File: src/rtl/ncl_th_gate_bank.sv
// ncl_th_gate_bank
//   Clock-sampled model of the three NCL threshold-gate primitives used by
//   the dual-rail pipeline stages. Each primitive is a WIDTH-lane vector, so
//   one instance covers the data rails, enable and completion logic of a stage.
//     TH12   : 1-of-2 OR, combinational, ignores init.
//     TH22   : 2-of-2 C-element. Sets on both-high, clears on both-low and
//              holds otherwise. Registered, so output is 1 cycle late.
//     THnotN : inverting completion gate. Registered inversion of its input.
//
//   Optional feature macro: NCL_COMPLETION_EN
//     When defined, this adds th12_all (AND-reduce of th12_z) and th12_none
//     (NOR-reduce of th12_z). Both are combinational.
//
// Ports
//   clk       in   1      sampling clock, rising edge
//   init      in   1      asynchronous active-high init, forces TH22/THnotN state to 0
//   th12_a/b  in   WIDTH  TH12 inputs
//   th12_z    out  WIDTH  TH12 outputs
//   th22_a/b  in   WIDTH  TH22 inputs
//   th22_z    out  WIDTH  TH22 state
//   thn_a     in   WIDTH  THnotN input
//   thn_z     out  WIDTH  THnotN state
//   th12_all  out  1      (NCL_COMPLETION_EN) all th12_z lanes high
//   th12_none out  1      (NCL_COMPLETION_EN) all th12_z lanes low

module ncl_th_gate_bank #(
  parameter int WIDTH = 2
) (
  input  logic             clk,
  input  logic             init,
  input  logic [WIDTH-1:0] th12_a,
  input  logic [WIDTH-1:0] th12_b,
  output logic [WIDTH-1:0] th12_z,
  input  logic [WIDTH-1:0] th22_a,
  input  logic [WIDTH-1:0] th22_b,
  output logic [WIDTH-1:0] th22_z,
  input  logic [WIDTH-1:0] thn_a,
`ifdef NCL_COMPLETION_EN
  output logic [WIDTH-1:0] thn_z,
  output logic             th12_all,
  output logic             th12_none
`else
  output logic [WIDTH-1:0] thn_z
`endif
);

  logic [WIDTH-1:0] th22_s;
  logic [WIDTH-1:0] th22_nxt;
  logic [WIDTH-1:0] thn_s;

  assign th12_z = th12_a | th12_b;

  // The C-element sets when both inputs are high and keeps its value while
  // either input is still high. When the inputs disagree, the state holds.
  assign th22_nxt = (th22_a & th22_b) | (th22_s & (th22_a | th22_b));

  always_ff @(posedge clk or posedge init) begin
    if (init) begin
      th22_s <= '0;
      thn_s  <= '0;
    end else begin
      th22_s <= th22_nxt;
      thn_s  <= ~thn_a;
    end
  end

  assign th22_z = th22_s;
  assign thn_z  = thn_s;

`ifdef NCL_COMPLETION_EN
  assign th12_all  = &th12_z;
  assign th12_none = ~|th12_z;
`endif

endmodule

File: config.mk
export PLATFORM = sky130hd
export DESIGN_NAME = ncl_th_gate_bank
export DESIGN_NICKNAME = d
export VERILOG_FILES = /design/src/rtl/ncl_th_gate_bank.sv
export SDC_FILE = /design/constraint.sdc
export NUM_CORES = 1
export LEC_CHECK = 0
export BUFFER_PORTS_ARGS = -buffer_cell sky130_fd_sc_hd__buf_2
export CAP_MARGIN = 20
export CORE_AREA = 3 3 40 42
export DETAILED_ROUTE_END_ITERATION = 7
export DIE_AREA = 0 0 43 45
export PLACE_DENSITY_LB_ADDON = 0.1
export SYNTH_ARGS = -nofsm -noshare
export SYNTH_HDL_FRONTEND = slang
export SYNTH_SLANG_ARGS = --single-unit
File: constraint.sdc
create_clock -name clk -period 1.2 [get_ports clk]
set_clock_uncertainty 0.1 [all_clocks]
set_input_delay 0.36 -clock clk [delete_from_list [all_inputs] [get_ports clk]]
set_output_delay 0.36 -clock clk [all_outputs]
set_load 0.01 [all_outputs]
==> results of run 1 <==
==> stage by stage <==
step	area (sq um)	TNS (ns)
after global placement	250.2	-0.2462
after CTS	320.3	-0.1518
after detailed placement	250.2	-0.2534
after global routing	334.1	-0.2290
after floorplan	146.4	0
final	334.1	-0.1166
==> routing by layer <==
metal | vias up | GRT usage (%) | share of wire, %
li1 | 78 | - | -
met1 | 72 | 3.650 | 24
met2 | 10 | 9.880 | 61
met3 | 0 | 1.992 | 14
met4 | 0 | 12.65 | 0
met5 | - | 0 | 0
==> cells in the final DEF (no fill, tap or decap), drive strengths merged <==
master and instances:
dfrtp 4, clkbuf 3, inv 3, or2 2
maj3 2, buf 19, dlygate4sd3 1
==> Yosys cell counts <==
cell     count
inv_1        3
dfrtp_1      4
maj3_2       2
or2_2        2
==> state kept, by name (all words and copies together) (netlist names) <==
name    cells
thn_z       2
th22_z      2
==> power by group through the flow <==
stage | combinational, mW | sequential, mW | clock [mW]
finish | 0.0781 | 0.150 | 0.160
global route | 0.0865 | 0.151 | 0.192
CTS | 0.0727 | 0.150 | 0.174
detailed placement | 0.0535 | 0.152 | 0
global placement | 0.0524 | 0.152 | 0
floorplan | 0.0154 | 0.158 | 0
==> final cells by class <==
cell class	count	area, sq um
fillers	145	950.9
inverters	3	11.26
multi-input cells	4	40.04
well taps	15	18.77
flip-flops and latches	4	100.1
clock buffers	3	22.52
repair buffers	20	141.4
==> cells by family after synthesis <==
family | count (synthesis)
AND/OR/NAND/NOR | 2
buffers and inverters | 3
flip-flops | 4
adder cells (fa/ha/maj) | 2
==> worst max-delay path, delay by kind of cell <==
family        cells  cell delay, ns
buf+inv           2            0.21
simple gates      1            0.23
==> what timing repair did <==
action,in CTS,in global routing
hold buffers,1,0
pin swaps,2,1
hold endpoints to repair,4,0
buffers inserted,1,1
endpoints found under the setup margin,4,5
gates cloned,0,0
resized for setup,6,1
==> path summary, 6_finish.rpt <==
check,endpoint,cells past startpoint
worst max-delay path,th12_z[1],3
worst min-delay path,thn_z[1]$_DFF_PP0_,2
worst max register to register,th22_z[1]$_DFF_PP0_,2
max in group asynchronous,th22_z[0]$_DFF_PP0_,3
worst min register to register,th22_z[0]$_DFF_PP0_,2
min in group asynchronous,th22_z[1]$_DFF_PP0_,3
==> impl_metrics.tcl, run 1 <==
set metrics [dict create \
    layout-area-overhead-vs-synth_pct 128.2 \
    area_fraction_in_and_or_nand_and_nor_cells_after_synthesis_pct 8.547 \
    report.final.setup_viol 2 \
    hold_slack_ns 0.1692 \
    dp_cells 43 \
    place.port_buffers 17 \
    layout-drive-gt1-share_pct 76.47 \
    p_switching_mw 0.07836 \
    synth.largest_area_cell "dfrtp_1" \
    synth_fp_nets 23 \
    grt_antenna_before_repair 0 \
    total_number_of_h_tree_levels 1 \
    final_cells 49 \
    worst_setup_path_startpoint "th12_b[1]" \
    final_antenna_net_count 0 \
    drt_iter0_markers 1 \
    max_slew.worst_pin.slew_ns 0.1485 \
    clk_network_pwr_share_pct 41.2 \
    max_cap_viol_count 0 \
    cp_slowest_stage_delay_ns 0.23 \
    ir_drop_mv 0.2382 \
    grt_setup_unrepaired "yes" \
    synthAdderAreaFrac_pct 15.38 \
    floorplan.die.width_microns 43 \
    n_antenna_cell 0 \
    rr_startpoint "th22_z[1]$_DFF_PP0_" \
    hold_violations 0 \
    endpoint_kind "output port" \
    min_from "thn_a[1]" \
    vias 160 \
    coreArea_sq_um 1285 \
    worstPathCellList "buf_6, or2_4, buf_6" \
    numClockSinks 4 \
    syn-instance-count 11 \
    report.final.slew_viol_count 0 \
    syn_area_sq_um 146.4 \
    min_period_ns 1.260 \
    cp-start-kind "input port" \
    postRouteWirelength_microns 408 \
    min-delay-path-class "in -> reg" \
    cts_root_buffer "clkbuf_4" \
    power.share.combinational_pct 20.1 \
    highest_clock_rate_mhz 793.9 \
    synth_sequential_area_ratio_pct 68.38 \
    yosysWarningCount 0 \
    final_util_pct 26.00 \
    grt_pass1_vias 214 \
    sequentialPowerShare_pct 38.6 \
    ys_seq_elements 4 \
    cts_made_buffers 3 \
    pin_count 18 \
    wire_per_inst_microns 8.327 \
    area_of_the_die_sq_um 1935 \
    biggest_area_contributors_in_the_synthesized_netlist "dfrtp_1 68%, maj3_2 15%, or2_2 8.5%" \
    report.power.total_mw 0.3878 \
    setup.worst_path.class "in -> out" \
    grt_start_max_net_pins 5 \
    outcome "finished with violations" \
    floorplan.initialDensity_pct 11.39 \
    globalRoute.totalOverflow 0 \
    leakage_nw 0.1807 \
    p_sw_share_pct 20.21 \
    slowest_stage "or2_4" \
    synth_top_family_by_area "adder cells" \
    failing_checks "setup timing" \
    clkLatencyLatePin_ns 0.23 \
    worst_path_most_repeated_cell "buf_6" \
    fin_crit_sh_pct 105.0 \
    post_synth_mux_area_share_pct 0 \
    design.final.nets 48 \
    dp_slack_ns -0.1276 \
    drtPass1Iterations 2 \
    r2r_setup_slk_ns 0.19 \
    route.detailed.vias_per_inst 3.265 \
    post-route-drc-count 0 \
    power_density_nw_per_um2 1161 \
    rows 13 \
    critPathArrivalTime_ns 0.80 \
    yosys.area_share.xor_xnor_pct 0 \
    gp_congestion 0.7066 \
    worst-path-max-fanout 1 \
    cts_tree "yes" \
    synth_cell_types 4 \
    worstPathRequired_ns 0.74 \
    internal-power_mw 0.3094 \
    synth_compound_gate_area_share_pct 0 \
    finalWorstSetupSlack_ns -0.05964 \
    synth.avg_cell_area_sq_um 13.31 \
    gr_util_all_layers_pct 6.182 \
    post-synth-top-area-fraction_pct 68.38 \
    grt_pass1_wl_microns 752 \
    clock_path_buffers 2 \
    relSlewSlack_pct 90.09 \
    floorplan.die.height_microns 45 \
    clk_pin_slew_ns 0.03 \
]
(Power assumes the default switching activity.)
==> run 2: changes to the inputs <==
--- a/config.mk
+++ b/config.mk
@@ -5,6 +5,7 @@
 export SDC_FILE = /design/constraint.sdc
 export NUM_CORES = 1
 export LEC_CHECK = 0
+export ABC_AREA = 1
 export BUFFER_PORTS_ARGS = -buffer_cell sky130_fd_sc_hd__buf_2
 export CAP_MARGIN = 20
 export CORE_AREA = 3 3 40 42
==> run 2 against run 1 <==
  * The run still ends with setup timing left
  * Total power is 2.2% higher
  * Sequential share of layout area decreased by 0.33 points
  * Non-clock buffer count fell by 1
  * Critical path type unchanged
  * Critical endpoint unchanged
  * Highest routed layer unchanged
==> impl_metrics.tcl, run 2 <==
set metrics [dict create \
    min_period_ns 1.245 \
    worstPathRequired_ns 0.74 \
    post-route-drc-count 0 \
    ys_seq_elements 4 \
    area_of_the_die_sq_um 1935 \
    dp.final_hpwl_microns 374.1 \
    floorplan.initialDensity_pct 12.17 \
    highest_clock_rate_mhz 803.4 \
    yosysWarningCount 0 \
    rr_startpoint "th22_z[1]$_DFF_PP0_" \
    numClockSinks 4 \
    max_slew.worst_pin.slew_ns 0.1691 \
    globalRoute.totalOverflow 0 \
    dp_cells 49 \
    synth_flop_cell "dfrtp_1" \
    r2r_setup_slk_ns 0.36 \
    wire_per_inst_microns 8.481 \
    sequential_cell_area_sq_um 100.1 \
    most-common-layout-cells "11 x buf_2, 6 x buf_6, 5 x inv_1" \
    grt_antenna_before_repair 0 \
    min_from "thn_a[0]" \
    grt_start_max_net_pins 5 \
    worst_r2r_endpoint "th22_z[1]$_DFF_PP0_" \
    grt_pass1_vias 194 \
    final_antenna_net_count 0 \
    rows 13 \
    failing_checks "setup timing" \
    max_cap_viol_count 0 \
    design.final.nets 53 \
    pin_count 18 \
    synth.avg_cell_area_sq_um 9.200 \
    report.final.setup_viol 3 \
    drtPass1Iterations 4 \
    outcome "finished with violations" \
    relSlewSlack_pct 88.72 \
    n_antenna_cell 0 \
    clock_path_buffers 2 \
    synth_cell_types 6 \
    ir_drop_mv 0.4328 \
    hold_slack_ns 0.1612 \
    min_path_cells 2 \
    grt_setup_unrepaired "yes" \
    total_number_of_h_tree_levels 1 \
    cts_made_buffers 3 \
    cts_tree "yes" \
    synth-async-reset-ratio_pct 100.0 \
    synth.largest_area_cell "dfrtp_1" \
    cp-start-kind "input port" \
    gr_util_all_layers_pct 5.686 \
    place.port_buffers 17 \
    syn-instance-count 17 \
    floorplan.die.height_microns 45 \
    report.power.total_mw 0.3964 \
    min-delay-path-class "in -> reg" \
    leakage_nw 0.1892 \
    synth_sequential_area_ratio_pct 64.00 \
    biggest_area_contributors_in_the_synthesized_netlist "dfrtp_1 64%, inv_1 12%, or2_1 8.0%" \
    power_density_nw_per_um2 1173 \
    postRouteWirelength_microns 458 \
    grt_pass1_wl_microns 759 \
    worst-path-max-fanout 1 \
    synth.most_common_cell "inv_1" \
    multi_input_comb_area_sq_um 37.54 \
    report.final.slew_viol_count 0 \
    final_cells 54 \
    layout-drive-gt1-share_pct 53.85 \
    hold_violations 0 \
    cts_root_buffer "clkbuf_4" \
    worst_r2r_path_depth 3 \
    clkLatencyLatePin_ns 0.24 \
    critPathArrivalTime_ns 0.78 \
    coreArea_sq_um 1285 \
    vias 189 \
    syn_area_sq_um 156.4 \
    fin_crit_sh_pct 103.7 \
    final_common_cell "buf_2" \
    post-synth-top-area-fraction_pct 64.00 \
    setup.worst_path.class "in -> out" \
    clk_pin_slew_ns 0.04 \
    number_of_enable_type_register_cells_in_the_synthesized_netlist 0 \
    gp_congestion 0.5750 \
    synth_fp_nets 29 \
    finalWorstSetupSlack_ns -0.04475 \
    netlist_top_cells_count "5 x inv_1, 4 x dfrtp_1" \
    layout.filler_cells 150 \
    floorplan.die.width_microns 43 \
    tns_ns -0.1014 \
    dp_slack_ns -0.05341 \
    route.detailed.vias_per_inst 3.500 \
    layout-area-overhead-vs-synth_pct 116.0 \
    timing.hold.worst_endpoint "thn_z[0]$_DFF_PP0_" \
    drt_iter0_markers 5 \
    endpoint_kind "output port" \
]
==> run 2: cell types whose count changed in the layout (fill, tap and decap cells not counted) <==
cell / delta
a21oi_1: +2
inv_1: +2
maj3_2: -2
nand2_1: +2
nor2_1: +2
or2_1: +2
or2_4: -2
buf_2: -1
buf_4: -1
buf_6: +1
==> run 2: where the power goes <==
| group | switching, mW | total [mW] | internal (mW) |
|---|---|---|---|
| Clock | 0.0560 | 0.168 | 0.112 |
| Sequential | 0.00588 | 0.152 | 0.146 |
| Combinational | 0.0282 | 0.0765 | 0.0483 |
| Total | 0.0900 | 0.396 | 0.306 |
==> run 2: worst max path at each step <==
| stage | start | endpoint | slack, ns | cells past startpoint |
|---|---|---|---|---|
| after floorplan | th12_b[0] | th12_z[0] | 0.13 | 1 |
| after global placement | th12_b[0] | th12_z[0] | -0.05 | 3 |
| after detailed placement | th12_b[1] | th12_z[1] | -0.05 | 3 |
| after CTS | th12_a[1] | th12_z[1] | -0.05 | 3 |
| after global routing | th12_b[0] | th12_z[0] | -0.06 | 3 |
| final | th12_b[1] | th12_z[1] | -0.04 | 3 |
==> run 2: repair_timing <==
| item | in CTS | in global routing |
|---|---|---|
| hold buffers | 1 | 0 |
| gates cloned | 0 | 0 |
| pin swaps | 2 | 2 |
| endpoints found under the setup margin | 4 | 5 |
| setup buffers | 1 | 0 |
| gates resized for setup | 2 | 4 |
| endpoints found under the hold margin | 4 | 0 |
==> run 2: kinds of logic (layout without fill, tap and decap cells) <==
kind of cell           Yosys count  count (layout)  share of synthesized area [%]
AND/OR/NAND/NOR                  6               6                          17.60
AO/OA/AOI/OAI                    2               2                          6.400
buffers and inverters            5              27                          12.00
flip-flops                       4               4                          64.00
==> run 2: layout make-up <==
type / instances / share of cell area, %
Tap cell: 15 / 5.556
Timing Repair Buffer: 19 / 41.48
Sequential cell: 4 / 29.63
Clock buffer: 3 / 6.667
Multi-Input combinational cell: 8 / 11.11
Inverter: 5 / 5.556
==> run 2: per-layer routing <==
layer | up-vias | wire length, microns | GRT usage (%)
li1 | 93 | - | -
met5 | - | 0 | 0
met2 | 13 | 235 | 8.383
met4 | 0 | 0 | 5.422
met3 | 0 | 88 | 4.382
met1 | 83 | 134 | 4.878
==> run 2: critical path, stage by stage <==
cell,delay [ns]
buf_6,0.08
or2_1,0.21
buf_2,0.13
==> run 2: metrics by stage <==
stage,instance area (sq um),utilization (%)
floorplan,156.4,-
global placement,260.3,20.25
detailed placement,260.3,20.25
CTS,312.8,24.34
global route,337.8,26.29
finish,337.8,26.29
